--- config.mk ---
export PLATFORM = sky130hd
export DESIGN_NAME = mem_port_arbiter_flat
export DESIGN_NICKNAME = d
export VERILOG_FILES = /design/src/rtl/mem_port_arbiter_if.sv /design/src/rtl/mem_port_arbiter.sv /design/src/flat_wrapper.sv
export SDC_FILE = /design/constraint.sdc
export NUM_CORES = 1
export LEC_CHECK = 0
export CAP_MARGIN = 5
export CORE_MARGIN = 3
export CORE_UTILIZATION = 39
export CTS_BUF_LIST = sky130_fd_sc_hd__clkbuf_16
export DETAILED_ROUTE_END_ITERATION = 8
export PLACE_DENSITY_LB_ADDON = 0.1
export SYNTH_ARGS = -nofsm -noshare
export SYNTH_HDL_FRONTEND = slang
export SYNTH_SLANG_ARGS = --single-unit
--- constraint.sdc ---
create_clock -name clk -period 1.97 [get_ports clk]
set_clock_uncertainty 0.2 [all_clocks]
set_input_delay 0.591 -clock clk [delete_from_list [all_inputs] [get_ports clk]]
set_output_delay 0.591 -clock clk [all_outputs]
set_load 0.1 [all_outputs]
--- src/rtl/mem_port_arbiter_if.sv ---
// Fetch port, data port and unified-memory port of the fetch/data memory arbiter.
// The arbiter connects through the slave modport; the pipeline plus memory side
// (or a testbench standing in for them) uses the master modport.
interface mem_port_arbiter_if;
  // Fetch stage port
  logic        IReqF;
  logic [31:0] IAddrF;
  logic [31:0] IRdataF;
  logic        IValidF;

  // Memory stage port
  logic        DReqM;
  logic        DWeM;
  logic [31:0] DAddrM;
  logic [31:0] DWdataM;
  logic [31:0] DRdataM;
  logic        DValidM;

  // Access aborted by the watchdog
  logic        BusErr;

  // Single-port memory
  logic        MemReq;
  logic        MemWe;
  logic [31:0] MemAddr;
  logic [31:0] MemWdata;
  logic [31:0] MemRdata;
  logic        MemAck;

  modport slave (
    input  IReqF, IAddrF,
    input  DReqM, DWeM, DAddrM, DWdataM,
    input  MemRdata, MemAck,
    output IRdataF, IValidF,
    output DRdataM, DValidM,
    output BusErr,
    output MemReq, MemWe, MemAddr, MemWdata
  );

  modport master (
    output IReqF, IAddrF,
    output DReqM, DWeM, DAddrM, DWdataM,
    output MemRdata, MemAck,
    input  IRdataF, IValidF,
    input  DRdataM, DValidM,
    input  BusErr,
    input  MemReq, MemWe, MemAddr, MemWdata
  );
endinterface

--- src/rtl/mem_port_arbiter.sv ---
// mem_port_arbiter: shares one single-port memory between instruction fetch
// and data access. Data wins arbitration so the pipeline drains, except when
// fetch has been waiting through MAX_D_STREAK consecutive data grants. Every
// access occupies IDLE -> GRANT -> RESP, so one access takes at least three
// cycles. A watchdog ends a grant with BusErr if memory never acknowledges.
// All outputs are registered and clear on reset.
module mem_port_arbiter #(
  parameter int MAX_D_STREAK = 4,
  parameter int TIMEOUT      = 16
) (
  input logic               clk,
  input logic               reset,
  mem_port_arbiter_if.slave bus
);

  localparam int DATA_W   = 32;
  localparam int ADDR_W   = 32;
  // The streak counter is kept at least 3 bits wide.
  localparam int STREAK_W = ($clog2(MAX_D_STREAK + 1) > 3) ? $clog2(MAX_D_STREAK + 1) : 3;
  localparam int TMO_W    = ($clog2(TIMEOUT) > 1) ? $clog2(TIMEOUT) : 1;

  localparam logic [STREAK_W-1:0] STREAK_MAX = STREAK_W'(MAX_D_STREAK);
  localparam logic [TMO_W-1:0]    TMO_LAST   = TMO_W'(TIMEOUT - 1);

  typedef enum logic [1:0] {
    IDLE    = 2'd0,
    GRANT_I = 2'd1,
    GRANT_D = 2'd2,
    RESP    = 2'd3
  } state_t;

  // Control state
  state_t              state_q,  state_d;
  logic [STREAK_W-1:0] streak_q, streak_d;
  logic [TMO_W-1:0]    tmo_q,    tmo_d;

  // Registered outputs
  logic              mem_req_q,   mem_req_d;
  logic              mem_we_q,    mem_we_d;
  logic [ADDR_W-1:0] mem_addr_q,  mem_addr_d;
  logic [DATA_W-1:0] mem_wdata_q, mem_wdata_d;
  logic [DATA_W-1:0] i_rdata_q,   i_rdata_d;
  logic              i_valid_q,   i_valid_d;
  logic [DATA_W-1:0] d_rdata_q,   d_rdata_d;
  logic              d_valid_q,   d_valid_d;
  logic              bus_err_q,   bus_err_d;

  // Arbitration and completion decisions
  logic fetch_starved;
  logic grant_data;
  logic grant_fetch;
  logic access_done;
  logic access_abort;

  // Saturating increment of the consecutive-data-grant streak.
  function automatic logic [STREAK_W-1:0] streak_inc(input logic [STREAK_W-1:0] s);
    if (s >= STREAK_MAX) begin
      return STREAK_MAX;
    end
    return s + STREAK_W'(1);
  endfunction

  // Data normally wins; fetch takes over once it has watched a full streak of data grants.
  always_comb begin
    fetch_starved = bus.IReqF && (streak_q == STREAK_MAX);
    grant_data    = (state_q == IDLE) && bus.DReqM && !fetch_starved;
    grant_fetch   = (state_q == IDLE) && !grant_data && bus.IReqF;
  end

  // A grant ends on MemAck; without one it is aborted on its last allowed cycle, ack winning a tie.
  always_comb begin
    access_done  = ((state_q == GRANT_I) || (state_q == GRANT_D)) && bus.MemAck;
    access_abort = ((state_q == GRANT_I) || (state_q == GRANT_D)) && !bus.MemAck &&
                   (tmo_q == TMO_LAST);
  end

  // Next-state and next-output computation for the IDLE/GRANT/RESP access sequence.
  always_comb begin
    state_d     = state_q;
    streak_d    = streak_q;
    tmo_d       = tmo_q;
    mem_req_d   = mem_req_q;
    mem_we_d    = mem_we_q;
    mem_addr_d  = mem_addr_q;
    mem_wdata_d = mem_wdata_q;
    i_rdata_d   = i_rdata_q;
    d_rdata_d   = d_rdata_q;
    i_valid_d   = 1'b0;
    d_valid_d   = 1'b0;
    bus_err_d   = 1'b0;

    unique case (state_q)
      IDLE: begin
        tmo_d = '0;
        if (grant_data) begin
          state_d     = GRANT_D;
          mem_req_d   = 1'b1;
          mem_we_d    = bus.DWeM;
          mem_addr_d  = bus.DAddrM;
          mem_wdata_d = bus.DWdataM;
          // Only grants that make fetch wait count towards the streak.
          streak_d    = bus.IReqF ? streak_inc(streak_q) : '0;
        end else if (grant_fetch) begin
          state_d     = GRANT_I;
          mem_req_d   = 1'b1;
          mem_we_d    = 1'b0;
          mem_addr_d  = bus.IAddrF;
          mem_wdata_d = '0;
          streak_d    = '0;
        end
      end

      GRANT_I, GRANT_D: begin
        if (access_done || access_abort) begin
          state_d   = RESP;
          mem_req_d = 1'b0;
          bus_err_d = access_abort;
          if (state_q == GRANT_I) begin
            i_valid_d = 1'b1;
            i_rdata_d = access_abort ? '0 : bus.MemRdata;
          end else begin
            d_valid_d = 1'b1;
            // Stores and aborted loads return zero.
            d_rdata_d = (access_abort || mem_we_q) ? '0 : bus.MemRdata;
          end
        end else begin
          tmo_d = tmo_q + TMO_W'(1);
        end
      end

      RESP: begin
        // The Valid pulse is on the outputs now; requesters update during this cycle.
        state_d = IDLE;
        tmo_d   = '0;
      end

      default: begin
        state_d   = IDLE;
        mem_req_d = 1'b0;
        tmo_d     = '0;
      end
    endcase
  end

  // State and output registers; reset drops any access in flight without a Valid pulse.
  always_ff @(posedge clk) begin
    if (reset) begin
      state_q     <= IDLE;
      streak_q    <= '0;
      tmo_q       <= '0;
      mem_req_q   <= 1'b0;
      mem_we_q    <= 1'b0;
      mem_addr_q  <= '0;
      mem_wdata_q <= '0;
      i_rdata_q   <= '0;
      i_valid_q   <= 1'b0;
      d_rdata_q   <= '0;
      d_valid_q   <= 1'b0;
      bus_err_q   <= 1'b0;
    end else begin
      state_q     <= state_d;
      streak_q    <= streak_d;
      tmo_q       <= tmo_d;
      mem_req_q   <= mem_req_d;
      mem_we_q    <= mem_we_d;
      mem_addr_q  <= mem_addr_d;
      mem_wdata_q <= mem_wdata_d;
      i_rdata_q   <= i_rdata_d;
      i_valid_q   <= i_valid_d;
      d_rdata_q   <= d_rdata_d;
      d_valid_q   <= d_valid_d;
      bus_err_q   <= bus_err_d;
    end
  end

  assign bus.MemReq   = mem_req_q;
  assign bus.MemWe    = mem_we_q;
  assign bus.MemAddr  = mem_addr_q;
  assign bus.MemWdata = mem_wdata_q;
  assign bus.IRdataF  = i_rdata_q;
  assign bus.IValidF  = i_valid_q;
  assign bus.DRdataM  = d_rdata_q;
  assign bus.DValidM  = d_valid_q;
  assign bus.BusErr   = bus_err_q;

endmodule

--- src/flat_wrapper.sv ---
// flat-port wrapper written by rule: the top's interface ports become plain ports
module mem_port_arbiter_flat 
#(
  parameter int MAX_D_STREAK = 4,
  parameter int TIMEOUT      = 16
)
  (clk, reset, bus_IReqF, bus_IAddrF, bus_DReqM, bus_DWeM, bus_DAddrM, bus_DWdataM, bus_MemRdata, bus_MemAck, bus_IRdataF, bus_IValidF, bus_DRdataM, bus_DValidM, bus_BusErr, bus_MemReq, bus_MemWe, bus_MemAddr, bus_MemWdata);
  mem_port_arbiter_if bus_i ();
  input logic clk;
  input logic reset;
  input wire logic [$bits(bus_i.IReqF)-1:0] bus_IReqF;
  input wire logic [$bits(bus_i.IAddrF)-1:0] bus_IAddrF;
  input wire logic [$bits(bus_i.DReqM)-1:0] bus_DReqM;
  input wire logic [$bits(bus_i.DWeM)-1:0] bus_DWeM;
  input wire logic [$bits(bus_i.DAddrM)-1:0] bus_DAddrM;
  input wire logic [$bits(bus_i.DWdataM)-1:0] bus_DWdataM;
  input wire logic [$bits(bus_i.MemRdata)-1:0] bus_MemRdata;
  input wire logic [$bits(bus_i.MemAck)-1:0] bus_MemAck;
  output wire logic [$bits(bus_i.IRdataF)-1:0] bus_IRdataF;
  output wire logic [$bits(bus_i.IValidF)-1:0] bus_IValidF;
  output wire logic [$bits(bus_i.DRdataM)-1:0] bus_DRdataM;
  output wire logic [$bits(bus_i.DValidM)-1:0] bus_DValidM;
  output wire logic [$bits(bus_i.BusErr)-1:0] bus_BusErr;
  output wire logic [$bits(bus_i.MemReq)-1:0] bus_MemReq;
  output wire logic [$bits(bus_i.MemWe)-1:0] bus_MemWe;
  output wire logic [$bits(bus_i.MemAddr)-1:0] bus_MemAddr;
  output wire logic [$bits(bus_i.MemWdata)-1:0] bus_MemWdata;
  assign bus_i.IReqF = bus_IReqF;
  assign bus_i.IAddrF = bus_IAddrF;
  assign bus_i.DReqM = bus_DReqM;
  assign bus_i.DWeM = bus_DWeM;
  assign bus_i.DAddrM = bus_DAddrM;
  assign bus_i.DWdataM = bus_DWdataM;
  assign bus_i.MemRdata = bus_MemRdata;
  assign bus_i.MemAck = bus_MemAck;
  assign bus_IRdataF = bus_i.IRdataF;
  assign bus_IValidF = bus_i.IValidF;
  assign bus_DRdataM = bus_i.DRdataM;
  assign bus_DValidM = bus_i.DValidM;
  assign bus_BusErr = bus_i.BusErr;
  assign bus_MemReq = bus_i.MemReq;
  assign bus_MemWe = bus_i.MemWe;
  assign bus_MemAddr = bus_i.MemAddr;
  assign bus_MemWdata = bus_i.MemWdata;
  mem_port_arbiter #(.MAX_D_STREAK(MAX_D_STREAK), .TIMEOUT(TIMEOUT)) u_core (.clk(clk), .reset(reset), .bus(bus_i));
endmodule
# Word level (Yosys, flattened, before mapping)
# Cells that the tools add are included.
[word_totals]
register_bits = 142
input_bits = 134
output_inout_bits = 133
wordCells = 79
[classes]
add_sub_neg = 2
magnitude_cmp = 1
eq_ne = 8
n_mux = 28
n_bitwise = 3
reduce_logical = 25
[ops]
columns = ["cell", "n"]
rows = [
  ["$mux W32", 6],
  ["$mux W3", 5],
  ["$mux W1", 10],
  ["$reduce_and A3 Y1", 3],
  ["$logic_and A1 B1 Y1", 8],
  ["$pmux W4 S2", 1],
  ["$mux W2", 3],
  ["$pmux W2 S3", 1],
  ["$add A4 B1 Y4 const B", 1],
  ["$eq A2 B2 Y1 const B", 2],
  ["$eq A4 B4 Y1 const B", 1],
  ["$mux W4", 1],
  ["$reduce_and A2 Y1", 2],
  ["$reduce_bool A2 Y1", 2],
  ["$reduce_or A2 Y1", 2],
  ["$add A3 B1 Y3 const B", 1],
  ["$eq A3 B3 Y1 const B", 1],
  ["$ge A3 B3 Y1 const B", 1],
  ["$logic_not A1 Y1", 3],
  ["$logic_or A1 B1 Y1", 3],
  ["$ne A3 B1 Y1 const B", 1],
  ["$not A1 Y1", 3],
  ["$reduce_or A3 Y1", 1],
  ["$eq A2 B1 Y1 const B", 1],
  ["other kinds (4)", 4],
]

# Depth between registers and ports, before layout
# Gate-level depths: netlist (run 1).
[logic_depth]
word_depth = 10
depth_mapped = 7

# Least setup slack after synthesis (run 1)
# Ideal clock, no wire load.
[synth_timing]
kind = "register to register"
startpoint = "reg u_core.mem_we_q, in the netlist u_core.bus.MemWe"
endpoint = "reg u_core.d_rdata_q[10], in the netlist u_core.bus.DRdataM[10]"
arrival_ns = 1.689
required_time_ns = 1.651
setup_slack_ns = -0.038
stages_incl_launch_ff = 6
path_cell_list = "dfxtp_1 clkbuf_1 clkbuf_1 nor3b_1 nand4_1 o21ai_1"
[synth_via]
elab_chain_len = 2
[synth_lines]
columns = ["item", "line_no", "rtl"]
rows = [
  ["from (decl)", "mem_port_arbiter.sv:39", "logic mem_we_q, mem_we_d;"],
  ["from (signal assigned)", "mem_port_arbiter.sv:165", "mem_we_q <= mem_we_d;"],
  ["$logic_or A1 B1 Y1", "mem_port_arbiter.sv:124", "d_rdata_d = (access_abort || mem_we_q) ? '0 : bus.MemRdata;"],
  ["$mux W32", "mem_port_arbiter.sv:124", ""],
  ["to (signal assigned)", "mem_port_arbiter.sv:170", "d_rdata_q <= d_rdata_d;"],
  ["to (decl)", "mem_port_arbiter.sv:44", "logic [DATA_W-1:0] d_rdata_q, d_rdata_d;"],
]
# Every way passes these cells.
# A chain may end at the register's enable or synchronous reset.

# Worst setup path after layout (run 1)
[layout_timing]
startpoint = "in bus_IReqF"
endpoint = "reg u_core.mem_addr_q[27], in the netlist u_core.bus.MemAddr[27]"
[layout_via]
elab_chain_len = 8
[layout_lines]
columns = ["item", "line_no", "rtl"]
rows = [
  ["from (decl)", "flat_wrapper.sv:11", "input wire logic [$bits(bus_i.IReqF)-1:0] bus_IReqF;"],
  ["$logic_and A1 B1 Y1", "mem_port_arbiter.sv:65", "fetch_starved = bus.IReqF && (streak_q == STREAK_MAX);"],
  ["$logic_not A1 Y1", "mem_port_arbiter.sv:66", "grant_data = (state_q == IDLE) && bus.DReqM && !fetch_starved;"],
  ["$logic_and A1 B1 Y1", "mem_port_arbiter.sv:66", ""],
  ["$logic_not A1 Y1", "mem_port_arbiter.sv:67", "grant_fetch = (state_q == IDLE) && !grant_data && bus.IReqF;"],
  ["$logic_and A1 B1 Y1 (2 in a row)", "mem_port_arbiter.sv:67", ""],
  ["$reduce_bool A2 Y1 (no source line)", "-", ""],
  ["$reduce_and A2 Y1 (no source line)", "-", ""],
  ["to (signal assigned)", "mem_port_arbiter.sv:166", "mem_addr_q <= mem_addr_d;"],
  ["to (decl)", "mem_port_arbiter.sv:40", "logic [ADDR_W-1:0] mem_addr_q, mem_addr_d;"],
]
# Parallel ways exist; a longest one is shown, timed or not.

==> summary.txt, run 1 <==
status: complete, no violations
worst slew pin tran: 0.5451 ns
initial antenna violation count: 0
relative slew slack: 0.6366
Reg power frac: 0.250
cell taking the most area after synthesis: dfxtp_1
Synth top area share: 0.4506
Slowest-stage cell, CP: clkdlybuf4s50_1
number of CTS-inserted buffers: 17
area grow syn2layout: 78.98%
power per cell area: 1361 nW/µm²
vias in the first global route: 6704
fin crit share: 0.9532
Worst-path clk slew: 0.06 ns
commonest non-fill, non-tap cell in the layout: buf_12
chip height: 133.2 µm
CP max FO: 32
Yosys cell types: 42
combinational power share: 0.530
die area: 17740 µm²
gr usage total: 0.2435
syn nets: 816
I/O pin count: 267
setup bufs post-CTS: 0
drt total wl: 21.83 mm
vias per cell: 5.650
clock tree root driver cell: clkbuf_16
via count: 6481
GPL Wtd Cong: 0.8314
critical path class: in -> reg
crit-path max cell delay: 0.53 ns
Mapped Cells: 675
Initial DRT Pass Iterations: 7
Final ANT Viol Nets: 0
Int Power: 8.413 mW
Yosys warnings: 0
initial core utilization: 0.4060
Slew Limit Fails: 0
core area: 15540 µm²
overall power after layout: 15.37 mW
post-synthesis sequential area ratio: 0.4506
synthesized flop and latch total: 142
row count: 45
Buf/Inv on CP: 2
DR WL/cell: 19.03 µm
TritonCTS clock tree: yes
# hold bufs at CTS: 0
total grt overflow: 0
number of synthesized flops with an enable pin: 0
Sw Ratio: 0.4527
startpoint types: input pin
Sw Pwr: 6.958 mW
top_reg_cell synth: dfxtp_1
Setup TNS: 0 ns
Worst EP required: 2.08 ns
antenna cells: 0
DR DRC count: 0
Lkg Pwr: 4.127 nW
most frequent cells in the layout: buf_12, dfxtp_1, clkdlybuf4s50_1
share of layout cells above drive strength 1: 0.2628
# port buffers: 266
Final Setup Violations: 0
Max Cap Viol: 0
most area-consuming cells after synthesis: dfxtp_1, a311oi_2, nand3_1
Hold Violations, Final: 0
DRT iter0 DRCs: 397
RSZ-0062 raised after global routing: no
max frequency: 532.5 MHz
clock network fraction of total power: 0.220
Die X: 133.2 µm
H-Tree Depth: 4
Mean Syn Cell Area: 9.346 µm²
largest net degree at the start of global routing: 57
critical path arrival: 1.99 ns
clk_lat worst skew: 0.41 ns
non-filler instance count after layout: 1147
CP Cell Sequence: clkdlybuf4s50_1 > buf_4 > nand3_1 > a311oi_2
Post-Syn Area: 6309 µm²
Hold WC Path Type: reg -> reg
endpoint kind of the worst setup timing path: register
DPL Wire Length: 15.65 mm
minimum clock period: 1.878 ns
CP delay by family, top: buffers and inverters
asr flop ratio synth: 0
first-pass GRT wire length: 35.20 mm
nets: 1064
post-cts gate resize count: 1
Clock Path Buffers: 2
Placed Cells: 1115
VDD IR max: 0.0007962 V
clock sinks: 142
## metrics by stage
| stage | utilization | setup slack, ns | hold slack, ns | cell area, µm² |
|---|---|---|---|---|
| floorplan | - | 0.09160 | 0.2492 | 6310 |
| global placement | 0.6862 | -0.2143 | 0.2578 | 10660 |
| detailed placement | 0.6862 | -0.2739 | 0.2912 | 10660 |
| CTS | 0.7264 | 0.02622 | 0.2974 | 11290 |
| global route | 0.7266 | 0.01774 | 0.3164 | 11290 |
| finish | 0.7266 | 0.09213 | 0.2910 | 11290 |
## layout make-up
class	count	area, µm²
Timing Repair Buffer	309	4518
Fill cell	1086	4249
Multi-Input combinational cell	448	3024
Sequential cell	142	2844
Clock buffer	17	425.4
Tap cell	211	264.0
Clock inverter	15	196.4
Inverter	5	18.77
## power groups by stage
stage / Clock [mW] / Combinational (mW) / Sequential [mW]
2_1_floorplan: 0 / 2.06 / 6.72
3_3_place_gp: 0 / 7.96 / 3.88
3_5_place_dp: 0 / 8.10 / 3.90
4_1_cts: 3.43 / 8.15 / 3.85
5_1_grt: 3.55 / 8.47 / 3.90
6_report: 3.38 / 8.14 / 3.85
## cell usage after synthesis, types with 20 or more instances
library cell	number
a21oi_1	40
a22o_1	32
a311oi_2	29
buf_2	42
clkbuf_1	20
dfxtp_1	142
nand2_1	39
nand2b_1	35
nand3_1	67
nand4_1	33
nor3_1	34
nor3b_1	33
o211ai_1	34
o21ai_1	33
## sequential cells by signal, summed over array words and instances (netlist names)
register and cells:
u_core.state_q 2, u_core.bus.IRdataF 32, u_core.bus.BusErr 1, u_core.bus.MemWe 1, u_core.bus.IValidF 1, u_core.tmo_q 4, u_core.bus.DRdataM 32, u_core.streak_q 3
u_core.bus.DValidM 1, u_core.bus.MemAddr 32, u_core.bus.MemWdata 32, u_core.bus.MemReq 1
## final timing paths
path                                          from                     end  slack (ns)  depth (start not counted)
worst max-delay path                     bus_IReqF  u_core.bus.MemAddr[27]        0.09                          4
worst min-delay path               u_core.tmo_q[1]         u_core.tmo_q[1]        0.29                          2
worst max register to register  u_core.streak_q[0]  u_core.bus.MemAddr[27]        0.11                          6
worst min register to register     u_core.tmo_q[1]         u_core.tmo_q[1]        0.29                          2
## logic make-up (layout without fill, tap and decap cells)
kind of cell,after synthesis,in the layout,synth area share
AND/OR/NAND/NOR,259,259,0.2299
flip-flops,142,142,0.4506
buffers and inverters,85,346,0.07140
multiplexers,1,1,0.001587
AO/OA/AOI/OAI,180,180,0.2313
adder cells (fa/ha/maj),7,7,0.01388
XOR/XNOR,1,1,0.001389
## worst min-delay path: stages, from the launching register on
cell,delay (ns)
dfxtp_1,0.32
nand2_1,0.06
a21oi_1,0.06
## layer usage
layer / vias to the layer above / wire, µm / part of all wire / track usage
li1: 3006 / - / - / -
met1: 3134 / 8297 / 0.38 / 0.2803
met2: 300 / 11140 / 0.51 / 0.4272
met3: 41 / 1793 / 0.082 / 0.07628
met4: 0 / 602 / 0.028 / 0.08514
met5: - / 0 / 0 / 0
(Power assumes the default switching activity.)
==> run 2, diff against run 1 <==
--- a/config.mk
+++ b/config.mk
@@ -5,6 +5,7 @@
 export SDC_FILE = /design/constraint.sdc
 export NUM_CORES = 1
 export LEC_CHECK = 0
+export ABC_CLOCK_PERIOD_IN_PS = 1970
 export CAP_MARGIN = 5
 export CORE_MARGIN = 3
 export CORE_UTILIZATION = 39
==> results of run 2 <==
Final layout, timing and power as in run 1 (identical DEF).
==> run 3, diff against run 2 <==
--- a/config.mk
+++ b/config.mk
@@ -7,7 +7,7 @@
 export LEC_CHECK = 0
 export ABC_CLOCK_PERIOD_IN_PS = 1970
 export CAP_MARGIN = 5
-export CORE_MARGIN = 3
+export CORE_MARGIN = 2
 export CORE_UTILIZATION = 39
 export CTS_BUF_LIST = sky130_fd_sc_hd__clkbuf_16
 export DETAILED_ROUTE_END_ITERATION = 8
==> run 3 against run 2 <==
Count of clock-buffer cells in the layout unchanged. Critical path depth down 3. Non-clock buffer count fell by 4. Total power decreased by 2.8%. Fmax up 2.3%. Register-to-register slack improved by 0.05 ns. First-iteration DRC count is 9.1% lower. Combinational power fell by 1%. Critical path type is now reg -> out. Largest power group unchanged. Highest routed layer unchanged.
==> summary.txt, run 3 (synthesized netlist as in run 1, its figures left out) <==
startpoint types: register
# hold bufs at CTS: 0
antenna cells: 0
Worst EP required: 1.18 ns
Clock Path Buffers: 2
Die X: 131.2 µm
max frequency: 545.0 MHz
fin crit share: 0.9315
VDD IR max: 0.0009713 V
share of layout cells above drive strength 1: 0.2629
TritonCTS clock tree: yes
CP delay by family, top: flip-flops
clock tree root driver cell: clkbuf_16
via count: 6343
chip height: 131.2 µm
critical path class: reg -> out
Final Setup Violations: 0
die area: 17210 µm²
core area: 15830 µm²
relative slew slack: 0.7555
Setup TNS: 0 ns
power per cell area: 1336 nW/µm²
area grow syn2layout: 77.27%
most frequent cells in the layout: buf_12, dfxtp_1, clkdlybuf4s50_1
initial antenna violation count: 0
number of CTS-inserted buffers: 17
Worst Hold End: u_core.streak_q[0]
R2R Path Start: u_core.state_q[1]
HP Start: u_core.streak_q[0]
row count: 46
CP Cell Sequence: buf_12
Slowest-stage cell, CP: dfxtp_1
endpoint kind of the worst setup timing path: output pin
drt total wl: 20.84 mm
vias in the first global route: 6699
gr usage total: 0.2409
Max Cap Viol: 0
end of the worst register-to-register path: u_core.bus.DRdataM[30]
initial core utilization: 0.3986
GPL Wtd Cong: 0.7758
Final ANT Viol Nets: 0
commonest non-fill, non-tap cell in the layout: buf_12
DR DRC count: 0
non-filler instance count after layout: 1148
worst slew pin tran: 0.3667 ns
crit-path max cell delay: 0.41 ns
status: complete, no violations
Hold WC Path Type: reg -> reg
Initial DRT Pass Iterations: 5
RSZ-0062 raised after global routing: no
DPL Wire Length: 14.90 mm
minimum clock period: 1.835 ns
vias per cell: 5.525
Hold Violations, Final: 0
largest net degree at the start of global routing: 49
DRT iter0 DRCs: 361
total grt overflow: 0
Buf/Inv on CP: 1
I/O pin count: 267
Worst path depth: 1
Slew Limit Fails: 0
nets: 1060
critical path arrival: 1.04 ns
Lkg Pwr: 4.066 nW
flop2flop setup slack: 0.16 ns
r2r worst-path depth: 6
first-pass GRT wire length: 34.18 mm
Worst-path clk slew: 0.06 ns
# port buffers: 266
clk_lat worst skew: 0.42 ns
CP max FO: 2
Hold Crit Depth: 2
H-Tree Depth: 4
clock sinks: 142
Placed Cells: 1116
DR WL/cell: 18.15 µm
fillers: 1113
[run 3: metrics by stage]
stage	hold slack [ns]	setup slack (ns)	util	area (µm²)	power (mW)
3_3_place_gp	0.2612	-0.2566	0.6706	10610	11.78
3_5_place_dp	0.2737	-0.3351	0.6706	10610	11.93
5_1_grt	0.3026	0.03544	0.7066	11180	15.49
6_report	0.2810	0.1350	0.7066	11180	14.94
2_1_floorplan	0.2492	0.09160	-	6310	8.786
4_1_cts	0.2835	0.009676	0.7063	11180	15.03
[run 3: repair_timing]
item | in CTS | in global routing
endpoints found under the setup margin | 0 | 52
resized for setup | 0 | 2
setup buffers | 0 | 0
[run 3: worst max path at each step]
stage | start | to | slack, ns
finish | u_core.bus.MemAddr[10] | bus_MemAddr[10] | 0.13
global route | bus_IReqF | u_core.bus.MemAddr[25] | 0.04
CTS | u_core.state_q[1] | u_core.bus.MemWdata[0] | 0.01
detailed placement | bus_IReqF | u_core.bus.MemAddr[12] | -0.34
global placement | bus_IReqF | u_core.bus.MemAddr[2] | -0.26
floorplan | u_core.state_q[0] | u_core.bus.IRdataF[10] | 0.09
[run 3: power breakdown]
part / internal (mW) / switching [mW] / total (mW)
Combinational: 2.89 / 5.14 / 8.03
Clock: 1.75 / 1.31 / 3.06
Sequential: 3.34 / 0.495 / 3.84
[run 3: layer usage]
layer  vias to the layer above  GRT usage  wire (µm)
met3                        34    0.09221       1780
met2                       247     0.4050      10270
met5                         -          0          0
met4                         0    0.09481        449
met1                      3056     0.2769       8336
li1                       3006          -          -
[run 3: final cells by class]
cell class                 count  area [µm²]  area share
multi-input combinational    448        3025      0.2705
tap                          216       270.3     0.02417
clock inverter                15       140.1     0.01253
timing repair buffer         305        4459      0.3987
clock buffer                  17       425.4     0.03804
inverter                       5       18.77    0.001678
sequential                   142        2844      0.2543
